--- src/rtl/i2c_pkg.sv ---
// Shared I2C definitions: master FSM encoding, quarter-phase constants and
// the bus-level constants a slave implementation also needs.
package i2c_pkg;

    typedef enum logic [3:0] {
        IDLE, START, ADDR_W, ACK_AW, PTR, ACK_P,
        RSTART, ADDR_R, ACK_AR, RDBYTE, MACK, STOP
    } state_e;

    typedef logic [1:0] qtr_t;
    localparam qtr_t Q0 = 2'd0;
    localparam qtr_t Q1 = 2'd1;
    localparam qtr_t Q2 = 2'd2;
    localparam qtr_t Q3 = 2'd3;
    localparam int   QTR_PER_PHASE = 4;

    // Slave-side view of the bus
    localparam logic BIT_ACK  = 1'b0;
    localparam logic BIT_NACK = 1'b1;
    localparam logic RW_WRITE = 1'b0;
    localparam logic RW_READ  = 1'b1;

    typedef enum logic [1:0] {SLV_IDLE, SLV_ADDR, SLV_RX, SLV_TX} slv_state_e;

    function automatic logic [7:0] addr_byte(input logic [6:0] addr, input logic rw);
        return {addr, rw};
    endfunction

endpackage

--- src/rtl/i2c_tick_gen.sv ---
// Quarter-period strobe: one-cycle TICK every CLKDIV cycles while EN is high,
// restarting from zero whenever EN drops.
module i2c_tick_gen #(
    parameter int CLKDIV = 4
) (
    input  logic CLK,
    input  logic RSTn,
    input  logic EN,
    output logic TICK
);

    logic [7:0] cnt_q, cnt_d;

    assign TICK = EN && (cnt_q == 8'(CLKDIV - 1));

    always_comb begin
        cnt_d = cnt_q + 8'd1;
        if (!EN || TICK) cnt_d = '0;
    end

    always_ff @(posedge CLK or negedge RSTn) begin
        if (!RSTn) cnt_q <= '0;
        else       cnt_q <= cnt_d;
    end

endmodule

--- src/rtl/i2c_tmp10x_reader.sv ---
// I2C master that sets a register pointer and reads NBYTES back
// (TMP10x-style temperature sensor access) over open-drain SCL/SDA.
module i2c_tmp10x_reader
    import i2c_pkg::*;
#(
    parameter int ADDRESSLENGTH = 7,
    parameter int NBYTES        = 2,
    parameter int CLKDIV        = 4
) (
    input  logic                     CLK,
    input  logic                     RSTn,
    input  logic                     REQ,
    input  logic [ADDRESSLENGTH-1:0] SLAVEADDR,
    input  logic [7:0]               POINTER,
    output logic                     SCL_OE,
    output logic                     SDA_OE,
    input  logic                     SDA_IN,
    output logic                     BUSY,
    output logic                     DONE,
    output logic                     NACK_ERR,
    output logic [8*NBYTES-1:0]      Data
);

    localparam int BW = (NBYTES > 1) ? $clog2(NBYTES) : 1;

    state_e                   state_q, state_d;
    qtr_t                     qtr_q, qtr_d;
    logic [2:0]               bit_q, bit_d;
    logic [BW-1:0]            byte_q, byte_d;
    logic                     samp_q, samp_d;
    logic                     err_q, err_d;
    logic [ADDRESSLENGTH-1:0] addr_q, addr_d;
    logic [7:0]               ptr_q, ptr_d;
    logic [8*NBYTES-1:0]      rx_q, rx_d;
    logic [8*NBYTES-1:0]      data_q, data_d;
    logic                     nack_q, nack_d;
    logic                     done_q, done_d;

    logic       tick;
    logic [7:0] tx_byte;
    logic       tx_bit;
    logic       last_byte;

    assign BUSY     = (state_q != IDLE);
    assign DONE     = done_q;
    assign NACK_ERR = nack_q;
    assign Data     = data_q;

    i2c_tick_gen #(.CLKDIV(CLKDIV)) u_tick (
        .CLK  (CLK),
        .RSTn (RSTn),
        .EN   (BUSY),
        .TICK (tick)
    );

    always_comb begin
        tx_byte = ptr_q;
        case (state_q)
            ADDR_W:  tx_byte = addr_byte(7'(addr_q), RW_WRITE);
            ADDR_R:  tx_byte = addr_byte(7'(addr_q), RW_READ);
            default: ;
        endcase
    end

    assign tx_bit    = tx_byte[3'd7 - bit_q];
    assign last_byte = (byte_q == BW'(NBYTES - 1));

    // Line drive is decoded from registered state, so SDA only moves at q0
    // in bit phases and reset releases both lines without a clock edge.
    always_comb begin
        SCL_OE = 1'b0;
        SDA_OE = 1'b0;
        case (state_q)
            IDLE: ;
            START: begin
                SCL_OE = (qtr_q == Q3);
                SDA_OE = (qtr_q == Q2) || (qtr_q == Q3);
            end
            RSTART: begin
                SCL_OE = (qtr_q == Q0) || (qtr_q == Q3);
                SDA_OE = (qtr_q == Q2) || (qtr_q == Q3);
            end
            STOP: begin
                SCL_OE = (qtr_q == Q0);
                SDA_OE = (qtr_q == Q0) || (qtr_q == Q1);
            end
            default: begin
                SCL_OE = (qtr_q == Q0) || (qtr_q == Q3);
                case (state_q)
                    ADDR_W, PTR, ADDR_R: SDA_OE = ~tx_bit;
                    MACK:                SDA_OE = last_byte ? ~BIT_NACK : ~BIT_ACK;
                    default:             ;
                endcase
            end
        endcase
    end

    always_comb begin
        state_d = state_q;
        qtr_d   = qtr_q;
        bit_d   = bit_q;
        byte_d  = byte_q;
        samp_d  = samp_q;
        err_d   = err_q;
        addr_d  = addr_q;
        ptr_d   = ptr_q;
        rx_d    = rx_q;
        data_d  = data_q;
        nack_d  = nack_q;
        done_d  = 1'b0;
        if (state_q == IDLE) begin
            if (REQ) begin
                state_d = START;
                qtr_d   = Q0;
                bit_d   = '0;
                byte_d  = '0;
                err_d   = 1'b0;
                addr_d  = SLAVEADDR;
                ptr_d   = POINTER;
            end
        end else if (tick) begin
            qtr_d = qtr_q + 2'd1;
            if (qtr_q == Q2) begin
                samp_d = SDA_IN;
                if (state_q == RDBYTE) rx_d = {rx_q[8*NBYTES-2:0], SDA_IN};
            end
            if (qtr_q == Q3) begin
                case (state_q)
                    START:  state_d = ADDR_W;
                    RSTART: state_d = ADDR_R;
                    ADDR_W, PTR, ADDR_R, RDBYTE: begin
                        bit_d = bit_q + 3'd1;
                        if (bit_q == 3'd7) begin
                            case (state_q)
                                ADDR_W:  state_d = ACK_AW;
                                PTR:     state_d = ACK_P;
                                ADDR_R:  state_d = ACK_AR;
                                default: state_d = MACK;
                            endcase
                        end
                    end
                    ACK_AW, ACK_P, ACK_AR: begin
                        if (samp_q == BIT_NACK) begin
                            state_d = STOP;
                            err_d   = 1'b1;
                        end else begin
                            case (state_q)
                                ACK_AW:  state_d = PTR;
                                ACK_P:   state_d = RSTART;
                                default: state_d = RDBYTE;
                            endcase
                        end
                    end
                    MACK: begin
                        if (last_byte) begin
                            state_d = STOP;
                        end else begin
                            state_d = RDBYTE;
                            byte_d  = byte_q + BW'(1);
                        end
                    end
                    STOP: begin
                        state_d = IDLE;
                        byte_d  = '0;
                        done_d  = 1'b1;
                        nack_d  = err_q;
                        if (!err_q) data_d = rx_q;
                    end
                    default: state_d = IDLE;
                endcase
            end
        end
    end

    always_ff @(posedge CLK or negedge RSTn) begin
        if (!RSTn) begin
            state_q <= IDLE;
            qtr_q   <= Q0;
            bit_q   <= '0;
            byte_q  <= '0;
            samp_q  <= 1'b0;
            err_q   <= 1'b0;
            addr_q  <= '0;
            ptr_q   <= '0;
            rx_q    <= '0;
            data_q  <= '0;
            nack_q  <= 1'b0;
            done_q  <= 1'b0;
        end else begin
            state_q <= state_d;
            qtr_q   <= qtr_d;
            bit_q   <= bit_d;
            byte_q  <= byte_d;
            samp_q  <= samp_d;
            err_q   <= err_d;
            addr_q  <= addr_d;
            ptr_q   <= ptr_d;
            rx_q    <= rx_d;
            data_q  <= data_d;
            nack_q  <= nack_d;
            done_q  <= done_d;
        end
    end

endmodule

--- config.mk ---
export PLATFORM = sky130hd
export DESIGN_NAME = i2c_tmp10x_reader
export DESIGN_NICKNAME = d
export VERILOG_FILES = /design/src/rtl/i2c_pkg.sv /design/src/rtl/i2c_tick_gen.sv /design/src/rtl/i2c_tmp10x_reader.sv
export SDC_FILE = /design/constraint.sdc
export NUM_CORES = 1
export LEC_CHECK = 0
export ABC_AREA = 1
export BUFFER_PORTS_ARGS = -buffer_cell sky130_fd_sc_hd__buf_4
export CAP_MARGIN = 5
export CELL_PAD_IN_SITES_DETAIL_PLACEMENT = 1
export CELL_PAD_IN_SITES_GLOBAL_PLACEMENT = 1
export CORE_MARGIN = 3
export CORE_UTILIZATION = 25
export CTS_BUF_LIST = sky130_fd_sc_hd__clkbuf_16
export DETAILED_ROUTE_END_ITERATION = 8
export PLACE_DENSITY_LB_ADDON = 0.1
export SETUP_SLACK_MARGIN = 0.02
export SYNTH_ARGS = -nofsm -noshare
export SYNTH_HDL_FRONTEND = slang
export SYNTH_SLANG_ARGS = --single-unit
--- constraint.sdc ---
create_clock -name CLK -period 3.91 [get_ports CLK]
set_clock_uncertainty 0.2 [all_clocks]
set_input_delay 0.5865 -clock CLK [delete_from_list [all_inputs] [get_ports CLK]]
set_output_delay 0.5865 -clock CLK [all_outputs]
set_load 0.02 [all_outputs]
# [Word-level counts from Yosys, hierarchy flattened]
# Cells that the tools add are included.
# Widths: inputs -> output; s select.
[word_totals] inputBits=19 ff_bits=69 out_inout_bits=21
[classes] mux=41 add_sub_neg=5 bitwise_logic=3 reduce_logical=29 n_eq_ne=18 order_cmp=1
[ops] cell="$mux 4" n=6
[ops] cell="$pmux 4 s5" n=1
[ops] cell="$reduce_and 4->1" n=5
[ops] cell="$eq 4x3->1 const B" n=4
[ops] cell="$eq 4x4->1 const B" n=4
[ops] cell="$mux 1" n=16
[ops] cell="$pmux 8 s2" n=1
[ops] cell="$mux 3" n=5
[ops] cell="$pmux 4 s3" n=1
[ops] cell="$reduce_and 5->1" n=2
[ops] cell="$reduce_bool 2->1" n=5
[ops] cell="$add 8x1->8 const B" n=1
[ops] cell="$eq 4x2->1 const B" n=2
[ops] cell="$eq 8x2->1 const B" n=1
[ops] cell="$mux 2" n=4
[ops] cell="$mux 8" n=1
[ops] cell="$pmux 4 s2" n=1
[ops] cell="$pmux 1 s3" n=2
[ops] cell="$reduce_or 3->1" n=2
[ops] cell="$eq 2x2->1 const B" n=2
[ops] cell="$eq 4x1->1 const B" n=1
[ops] cell="$logic_not 4->1" n=1
[ops] cell="$logic_or 1x1->1" n=4
[ops] cell="$lt 3x4->1 const B" n=1
[ops] cell="20 further kinds" n=24

# [Depth between registers and ports, before layout]
[logic_depth] ltp_word=7 depth_mapped=12 ltp_nobuf=12

# [By module]
# Synthesis repeated with hierarchy kept, for this count alone.
[hier_totals] hier_cells=394 area_unflattened_um2=3448.3
[modules_own_cells] mod="i2c_tmp10x_reader" seq_area_each_um2=1526.5 area_each_um2=3022.9 cells_each=338 instances=1
[modules_own_cells] mod="i2c_tick_gen" seq_area_each_um2=200.2 area_each_um2=425.4 cells_each=56 instances=1

# [Worst setup path before layout]
# Ideal clock, no wire load.
[synth_timing] path_kind="register -> output" from="register state_q[2]" to="output SDA_OE" n_path_buf=0 setup_slack_ps=1795 t_arrival_ps=1329 path_stages_with_launch=12 required_time_ps=3124 cell_sequence="dfrtp_1 -> inv_2 -> nor2_2 -> nand2_2 -> nand2_4 -> nand2_1 -> nand3_1 -> nand3_1 -> nand2_1 -> nand2_1 -> nand3_1 -> nand3_1"
[synth_between] elab_chain_len=7 word_cells_on_any_way=16
[synth_lines] item="start, declared" line="i2c_tmp10x_reader.sv:26" source="state_e state_q, state_d;"
[synth_lines] item="start signal, assigned" line="i2c_tmp10x_reader.sv:190" source="state_q <= state_d;"
[synth_lines] item="$eq 4x3->1 or $eq 4x2->1 (tied branches)" line="i2c_tmp10x_reader.sv:58, i2c_tmp10x_reader.sv:89"
[synth_lines] item="$pmux 8 s2" line="i2c_tmp10x_reader.sv:58" source="case (state_q)"
[synth_lines] item="$bmux 1 s3" line="i2c_tmp10x_reader.sv:65" source="assign tx_bit = tx_byte[3'd7 - bit_q];"
[synth_lines] item="$mux 1 (not written as such)" line="i2c_tmp10x_reader.sv:65"
[synth_lines] item="$not 1->1" line="i2c_tmp10x_reader.sv:90" source="ADDR_W, PTR, ADDR_R: SDA_OE = ~tx_bit;"
[synth_lines] item="$pmux 1 s2" line="i2c_tmp10x_reader.sv:89" source="case (state_q)"
[synth_lines] item="$pmux 1 s3 *" line="i2c_tmp10x_reader.sv:73" source="case (state_q)"
[synth_lines] item="end, declared" line="i2c_tmp10x_reader.sv:16" source="output logic SDA_OE,"
# Every way passes the cells marked *; elsewhere a longest branch is shown, timed or not. The select of a mux whose other input is x is not followed.

# [Worst setup path after layout]
# Same ends and word-level chain as after synthesis.

==> impl_metrics.yaml <==
run_status:
  status: "finished, final reports clean"
power_and_ir_drop:
  p_per_area_nw_per_um2: 375
  vdd_drop_max_uv: 188
  p_leak_nw: 1.91
floorplanning:
  initial_core_util_pct: 25.9
  ios: 40
  chipWidth_um: 121
  dieArea_um2: 14700
  fp.dieH_um: 121
  rows: 41
  coreArea_um2: 12800
critical_path:
  worstPathCellList: "inv_2 > nor2_2 > nand2_2 > nand2_4 > nand2_1 > nand3_1 > nand3_1 > nand2_1 > nand2_1 > nand3_1 > nand3_1 > buf_4"
  cp_top_family: "simple AND/OR/NAND/NOR gates"
  cp_common_cell: "nand3_1"
  cp-end-kind: "primary output"
  arrival_ns: 2.06
  r2r_cells: 7
  startpoint_type: "flop"
  required_ns: 3.12
  slowest_delay_ns: 0.44
  path_buf_inv: 2
  critical_path_class: "reg -> out"
  cp_max_fo: 9
  slowest_stage: "dfrtp_1"
  worst-path-stages: 12
logic_synthesis:
  synth_seq_cells: 69
  synthesis.area_um2: 3310
  syn_inst: 362
  syn_nets: 388
  ys_seq_area_share_pct: 52.1
  synth_cell_type_count: 34
  yosys_warnings: 0
  syn_area_per_cell_um2: 9.16
clocking:
  postCtsHoldBufs: 0
  cts_tree: "yes"
  cts_buffers: 9
  clk_latency_ns: 0.34
  postCtsSetupRepairBufs: 0
  path_clk_slew_ns: 0.06
  root_buffer: "clkbuf_16"
  cts_resized: 0
  cts_max_level: 3
  clock-sinks: 69
  cts.path.max_buffers: 2
placed_design:
  place.port_buffers: 39
  place_area_um2: 3760
  post-dp-hpwl_mm: 5.58
  post-place-ws_ns: 1.41
  routabilityCongestion: 0.790
global_routing:
  grt_start_max_net_pins: 70
  grt_first_pass_wirelength_mm: 13.5
  overflow: 0
  antenna_found_initial: 0
  grt_usage_pct: 11.8
  grt_pass1_vias: 2638
timing:
  layout_setup_ws_ns: 1.06
  setup_viol: 0
  worst_hold_slack_ns: 0.169
  finalSetupTns_ns: 0
  min_period_over_period_pct: 72.9
  drv_slew: 0
  grt_setup_unrepaired: "false"
  finalHoldViolations: 0
  slew_headroom_pct: 39.8
  tightest_slew_ns: 0.903
  clock.fmax_mhz: 351
  period_minus_slack_ns: 2.85
routing:
  dr.first_iter.drc_count: 75
  vias: 2505
  dr.pass1.iters: 4
  drcViolationCount: 0
  ant_nets: 0
  viasPerCell: 4.31
  wirelength_mm: 7.83
  wire_per_inst_um: 13.5
finish:
  multi_input_area_um2: 1340
  finalNetCount: 430
  final_cell_mix: "69 x dfrtp_1, 55 x nand2_1, 42 x inv_1"
  postLayoutCoreUtil_pct: 31.6
  antenna_cells: 0
  drive_gt1_share_pct: 25.4
  syn2layout_area_growth_pct: 21.9
  register_area_um2: 1730
  final_common_cell: "dfrtp_1"
  fin_area_um2: 4040
  fill_cells: 1486
min_path:
  min_path_type: "in -> async"
flow_run:
  maxCapViolations: 0
-- sequential cells by signal, summed over array words and instances, names as in the netlist, 2 cells and up --
name          cells
u_tick.cnt_q      8
ptr_q             8
bit_q             3
addr_q            7
qtr_q             2
state_q           4
Data             16
rx_q             16
-- cells by family after synthesis --
group	Yosys count	share of synthesized area [%]
AO/OA/AOI/OAI	68	12.4
AND/OR/NAND/NOR	150	21.7
adder cells (fa/ha/maj)	7	2.64
flip-flops	69	52.1
XOR/XNOR	1	0.264
buffers and inverters	57	7.44
multiplexers	10	3.40
-- path summary, 6_finish.rpt --
kind / endpoint / startpoint / slack, ns
max: SDA_OE / state_q[2] / 1.06
min: byte_q / RSTn / 0.17
max reg2reg: rx_q[6] / u_tick.cnt_q[0] / 1.57
min reg2reg: u_tick.cnt_q[0] / u_tick.cnt_q[0] / 0.26
max in group asynchronous: u_tick.cnt_q[3] / RSTn / 2.74
min in group CLK: u_tick.cnt_q[0] / u_tick.cnt_q[0] / 0.26
-- synthesized netlist by cell type, drive strengths merged --
cell type  number  area share, %
nor2           47            6.7
nand3b          3           0.68
a221oi          1           0.26
clkbuf          1           0.11
o21ai          32            5.1
nor3b           3           0.68
and3            1           0.19
a21oi          29            5.9
nand3          25            4.2
nand2          64            8.2
xor2            1           0.26
dfrtp          69             52
mux2           10            3.4
ha              7            2.6
buf             7            1.6
nand4           1           0.19
inv            49            5.7
a22oi           1           0.23
nor4            1           0.19
o22ai           3           0.57
o21a            1           0.23
o211ai          1           0.23
nor3            5           0.75
-- through the flow --
stage	instances	power [mW]
floorplan	362	0.730
global placement	565	0.760
detailed placement	565	0.760
CTS	581	1.55
global route	581	1.58
finish	581	1.52
-- layout make-up --
class | count | area share (%)
Clock inverter | 7 | 1.24
Multi-Input combinational cell | 236 | 33.2
Tap cell | 172 | 5.33
Inverter | 49 | 4.68
Timing Repair Buffer | 39 | 7.25
Clock buffer | 9 | 5.57
Sequential cell | 69 | 42.7
-- power breakdown --
part           internal, mW  switching, mW  leakage, nW
sequential            0.715       0.000399        0.903
combinational        0.0117         0.0178        0.880
clock                 0.430          0.340        0.128
-- layer usage --
metal,wire (um),vias to the layer above,part of all wire [%],track usage (%)
met5,0,-,0,0
met4,162,0,2.1,5.46
met3,233,12,3.0,2.98
met2,3320,32,42,17.0
met1,4120,1198,53,16.5
li1,-,1263,-,-
Power figures use the tool's default switching activity.
